$ cat config.mk
export PLATFORM = sky130hd
export DESIGN_NAME = clock_ctrl
export DESIGN_NICKNAME = d
export VERILOG_FILES = /design/src/rtl/clock_ctrl.sv
export SDC_FILE = /design/constraint.sdc
export NUM_CORES = 1
export LEC_CHECK = 0
export CAP_MARGIN = 20
export CORE_MARGIN = 4
export CORE_UTILIZATION = 55
export DETAILED_ROUTE_END_ITERATION = 10
export PLACE_DENSITY = 0.81
export SYNTH_ARGS = -nofsm -noshare
export SYNTH_HDL_FRONTEND = slang
export SYNTH_SLANG_ARGS = --single-unit
$ cat constraint.sdc
create_clock -name clk -period 5.5 [get_ports clk]
set_clock_uncertainty 0.05 [all_clocks]
set_input_delay 0.55 -clock clk [delete_from_list [all_inputs] [get_ports clk]]
set_output_delay 0.55 -clock clk [all_outputs]
set_load 0.02 [all_outputs]
$ cat src/rtl/clock_ctrl.sv
// Mode/sequencing controller for the hh:mm:ss counter:
// 1 Hz prescaler, set-time/set-alarm FSM, alarm timer.
module clock_ctrl #(
  parameter int TICK_DIV  = 100_000_000,
  parameter int ALARM_LEN = 60
) (
  input  logic       clk,
  input  logic       reset,
  input  logic       btn_mode,
  input  logic       btn_inc,
  input  logic       alarm_en,
  input  logic [5:0] cur_hours,
  input  logic [5:0] cur_min,
  input  logic [5:0] cur_sec,
  output logic       tick,
  output logic       load,
  output logic [5:0] load_hours,
  output logic [5:0] load_min,
  output logic [5:0] load_sec,
  output logic [5:0] alarm_hours,
  output logic [5:0] alarm_min,
  output logic [2:0] mode,
  output logic       alarm
);

  localparam int PW = $clog2(TICK_DIV);
  localparam int DW = $clog2(ALARM_LEN + 1);
  localparam logic [PW-1:0] PMAX  = PW'(TICK_DIV - 1);
  localparam logic [DW-1:0] DLAST = DW'(ALARM_LEN - 1);

  typedef enum logic [2:0] {
    S_RUN   = 3'd0,
    S_SET_H = 3'd1,
    S_SET_M = 3'd2,
    S_SET_S = 3'd3,
    S_AL_H  = 3'd4,
    S_AL_M  = 3'd5
  } state_t;

  state_t        r_state;
  state_t        w_state_nx;
  logic          r_btn_mode_q;
  logic          r_btn_inc_q;
  logic          r_match_q;
  logic          r_tick;
  logic          r_load;
  logic          r_alarm;
  logic [PW-1:0] r_pre;
  logic [DW-1:0] r_dur;
  logic [5:0]    r_sh, r_sm, r_ss;
  logic [5:0]    r_ah, r_am;

  logic w_mode_p, w_inc_p, w_match, w_trig;
  logic w_load_nx, w_edit_nx;

  function automatic logic [5:0] inc_wrap(
    input logic [5:0] v,
    input logic [5:0] lim
  );
    return (v >= lim) ? 6'd0 : v + 6'd1;
  endfunction

  // A mode press masks a simultaneous inc press.
  assign w_mode_p = btn_mode & ~r_btn_mode_q;
  assign w_inc_p  = btn_inc & ~r_btn_inc_q & ~w_mode_p;

  assign w_match = alarm_en
                 & (cur_hours == r_ah)
                 & (cur_min == r_am)
                 & (cur_sec == 6'd0);
  assign w_trig  = w_match & ~r_match_q;

  always_comb begin
    w_state_nx = r_state;
    case (r_state)
      S_RUN:   if (w_mode_p) w_state_nx = S_SET_H;
      S_SET_H: if (w_mode_p) w_state_nx = S_SET_M;
      S_SET_M: if (w_mode_p) w_state_nx = S_SET_S;
      S_SET_S: if (w_mode_p) w_state_nx = S_AL_H;
      S_AL_H:  if (w_mode_p) w_state_nx = S_AL_M;
      S_AL_M:  if (w_mode_p) w_state_nx = S_RUN;
      default: w_state_nx = S_RUN;
    endcase
  end

  assign w_load_nx = w_mode_p & (r_state == S_SET_S);
  assign w_edit_nx = w_state_nx inside {S_SET_H, S_SET_M, S_SET_S};

  always_ff @(posedge clk or posedge reset) begin
    if (reset) begin
      r_state      <= S_RUN;
      r_btn_mode_q <= 1'b0;
      r_btn_inc_q  <= 1'b0;
      r_match_q    <= 1'b0;
      r_tick       <= 1'b0;
      r_load       <= 1'b0;
      r_alarm      <= 1'b0;
      r_pre        <= '0;
      r_dur        <= '0;
      r_sh         <= 6'd0;
      r_sm         <= 6'd0;
      r_ss         <= 6'd0;
      r_ah         <= 6'd0;
      r_am         <= 6'd0;
    end else begin
      r_btn_mode_q <= btn_mode;
      r_btn_inc_q  <= btn_inc;
      r_match_q    <= w_match;
      r_state      <= w_state_nx;
      r_load       <= w_load_nx;

      if (w_mode_p && r_state == S_RUN) begin
        r_sh <= cur_hours;
        r_sm <= cur_min;
        r_ss <= cur_sec;
      end

      if (w_inc_p) begin
        case (r_state)
          S_SET_H: r_sh <= inc_wrap(r_sh, 6'd23);
          S_SET_M: r_sm <= inc_wrap(r_sm, 6'd59);
          S_SET_S: r_ss <= inc_wrap(r_ss, 6'd59);
          S_AL_H:  r_ah <= inc_wrap(r_ah, 6'd23);
          S_AL_M:  r_am <= inc_wrap(r_am, 6'd59);
          default: ;
        endcase
      end

      // Gate on the next state so no tick is ever seen while editing.
      if (w_edit_nx || w_load_nx) begin
        r_pre  <= '0;
        r_tick <= 1'b0;
      end else if (r_pre == PMAX) begin
        r_pre  <= '0;
        r_tick <= 1'b1;
      end else begin
        r_pre  <= r_pre + PW'(1);
        r_tick <= 1'b0;
      end

      if (!alarm_en) begin
        r_alarm <= 1'b0;
      end else if (w_trig) begin
        r_alarm <= 1'b1;
        r_dur   <= '0;
      end else if (r_alarm && r_state == S_RUN && w_inc_p) begin
        r_alarm <= 1'b0;
      end else if (r_alarm && r_tick) begin
        if (r_dur == DLAST) r_alarm <= 1'b0;
        r_dur <= r_dur + DW'(1);
      end
    end
  end

  assign tick        = r_tick;
  assign load        = r_load;
  assign load_hours  = r_sh;
  assign load_min    = r_sm;
  assign load_sec    = r_ss;
  assign alarm_hours = r_ah;
  assign alarm_min   = r_am;
  assign mode        = r_state;
  assign alarm       = r_alarm;

endmodule

==> out/qor.csv <==
metric,value,unit
finalCritPeriodShare,59.0,%
clk_latency,0.33,ns
endpoint_kind,flip-flop,
drc,0,
grt_max_degree,73,
cts_resized,0,
die_h,93.0,µm
crit_arrival,3.42,ns
fin_nets,494,
drt_iter0_drc,204,
die_x,93.0,µm
cts_buffers,9,
synth_area_per_cell,9.70,µm²
routed-via-count,3327,
vias_per_cell,5.91,
yosysWarnings,0,
fmax,0.308,GHz
startpoint_type,primary input,
final_cell_area,0.00474,mm²
pin_count,59,
yosysTopAreaCell,dfrtp_1,
clk_pin_slew_worst_paths,0.07,ns
die_area,0.00866,mm²
worst_slew_pin_slew,1.04,ns
fill_cells,569,
grt.overflow.total,0,
final_cell_mix,"dfrtp_1, clkdlybuf4s50_1, nor2_1, nand3_1, nand2_1",
yosysUniqueCellTypes,49,
hold_viol_final,0,
grt_pass1_vias,2978,
slew_headroom,30.7,%
power,1.71,mW
slew_viol_final,0,
drive_gt1_share,5.35,%
synth_area_leaders,"dfrtp_1, xnor2_1, nand3_1",
cts_tree,yes,
setup_violations,0,
crit_type,in -> reg,
ys_ff_latch,72,
grt_pass1_wl,14400,µm
cap_violations,0,
rows,30,
antenna_found_initial,0,
hold_buffers,0,
core-area,0.00691,mm²
dpl_cell_area,0.00458,mm²
clockRootBuffer,clkbuf_8,
power_density,361,mW/mm²
synth_nets,440,
fin_setup_tns,0,ns
drt_pre_antenna_iters,5,
routed_wl,8740,µm
synth_area,0.00398,mm²
status,completed,
max_stage_delay,0.97,ns
vdd_drop_max,0.186,mV
place.gp.congestion,0.832,
insertedDiodeCount,0,
synthToLayoutAreaGrowth,19.1,%
synth_top_area_share,45.3,%
port_buffers,58,
p_leak,1.91,nW
clock_path_buffers,2,
async_flop_share,100,%
layout_commonest_cell,dfrtp_1,
track_usage,21.0,%
place_hpwl,6270,µm
synthCells,410,
fin_crit,3.25,ns
start_util,57.6,%
wl_per_cell,15.5,µm
hold_class,reg -> reg,
synth-edff-count,0,
cts_max_level,3,
synthFlopType,dfrtp_1,
drtAntennaViolNets,0,
ys_seq_area_share,45.3,%
rsz0062_at_grt,false,
clock-sinks,72,
crit_chain,clkdlybuf4s50_1 -> nor2b_1 -> and3_1 -> nand2b_1 -> o21ai_0 -> a221o_1,
crit_slowest_cell,and3_1,
cp_max_fo,24,
crit_required,5.67,ns
post_cts_buffers,0,
==> power by group <==
group | switching, mW | leakage (nW) | internal (mW)
registers | 0.138 | 0.956 | 0.619
logic | 0.326 | 0.871 | 0.277
clock network | 0.180 | 0.0794 | 0.171
total | 0.644 | 1.91 | 1.07
==> critical path, delay by kind of cell <==
| kind | cells | cell delay (ns) |
|---|---|---|
| buffers and inverters | 1 | 0.51 |
| AND/OR/NAND/NOR | 3 | 1.94 |
| AO/OA/AOI/OAI | 2 | 0.40 |
==> per-stage QoR <==
step | worst slack (ns) | utilization, % | hold WS (ns) | instances
6_report | 2.25 | 68.6 | 0.475 | 563
5_1_grt | 2.06 | 68.6 | 0.487 | 563
4_1_cts | 2.32 | 68.6 | 0.470 | 563
3_5_place_dp | 1.95 | 66.3 | 0.461 | 549
3_3_place_gp | 2.06 | 66.3 | 0.455 | 549
2_1_floorplan | 3.08 | - | 0.434 | 410
==> path summary, 6_finish.rpt <==
check | start | endpoint | slack, ns | cells past startpoint
max | btn_mode | load_min[3] | 2.25 | 6
max in group asynchronous | reset | r_dur[3] | 4.07 | 3
max reg2reg | r_btn_mode_q | load_min[3] | 2.65 | 5
min in group asynchronous | reset | alarm_min[5] | 0.74 | 3
min reg2reg | load_hours[5] | load_hours[4] | 0.47 | 1
min | load_hours[5] | load_hours[4] | 0.47 | 1
==> synthesized netlist by cell type (2+ instances only) <==
cell type	count
o31ai_1	2
nor2_1	41
o22a_1	2
nor2b_1	5
xor2_1	16
xnor2_1	23
clkbuf_1	2
nand4_1	9
nand4_2	2
nor3_1	18
nor4b_1	2
a21oi_1	8
o2111ai_1	2
buf_2	8
o22ai_1	6
or4_1	2
buf_4	3
or4b_1	2
a21o_1	8
nor4_1	10
nor4_2	2
dfrtp_1	72
a221o_1	8
and3_1	8
o211ai_1	2
mux2i_1	10
nand2_1	28
a31oi_1	2
ha_1	7
inv_1	11
and2_1	2
and4_1	2
o21ai_0	24
nand3b_1	3
nor3b_1	6
buf_6	3
or4_4	2
nand3_1	31
nand2b_1	6
==> logic make-up after synthesis <==
family                     Yosys count  share of synthesized area, %
xor gates and xnor gates            39                          8.59
muxes                               11                          2.80
adders and majority gates            7                          2.20
DFF                                 72                          45.3
and+or+nand+nor                    186                          25.6
buffers and inverters               27                          3.65
AOI/OAI and AO/OA                   68                          11.8
==> state kept, by name, summed over array words and instances (netlist names) <==
| signal | flops |
|---|---|
| r_pre | 27 |
| alarm_hours | 6 |
| alarm_min | 6 |
| load_hours | 6 |
| load_min | 6 |
| load_sec | 6 |
| r_dur | 6 |
| mode | 3 |
| alarm | 1 |
| load | 1 |
| r_btn_inc_q | 1 |
| r_btn_mode_q | 1 |
| r_match_q | 1 |
| tick | 1 |
==> per-layer routing <==
| layer | vias up | GRT usage [%] | wire, µm | share of wire, % |
|---|---|---|---|---|
| met2 | 124 | 32.3 | 4060 | 47 |
| met4 | 0 | 8.42 | 139 | 1.6 |
| li1 | 1595 | - | - | - |
| met3 | 10 | 4.02 | 583 | 6.7 |
| met5 | - | 0 | 0 | 0 |
| met1 | 1598 | 29.4 | 3950 | 45 |
==> area by class of cell <==
cell class / instances / area [µm²] / area share, %
clock buffers: 13 / 149 / 3.14
clock inverters: 1 / 5.00 / 0.106
flip-flops and latches: 72 / 1800 / 38.0
multi-input cells: 311 / 2030 / 42.9
well taps: 96 / 120 / 2.54
inverters: 11 / 41.3 / 0.872
repair buffers: 59 / 588 / 12.4
Power figures use the tool's default switching activity.
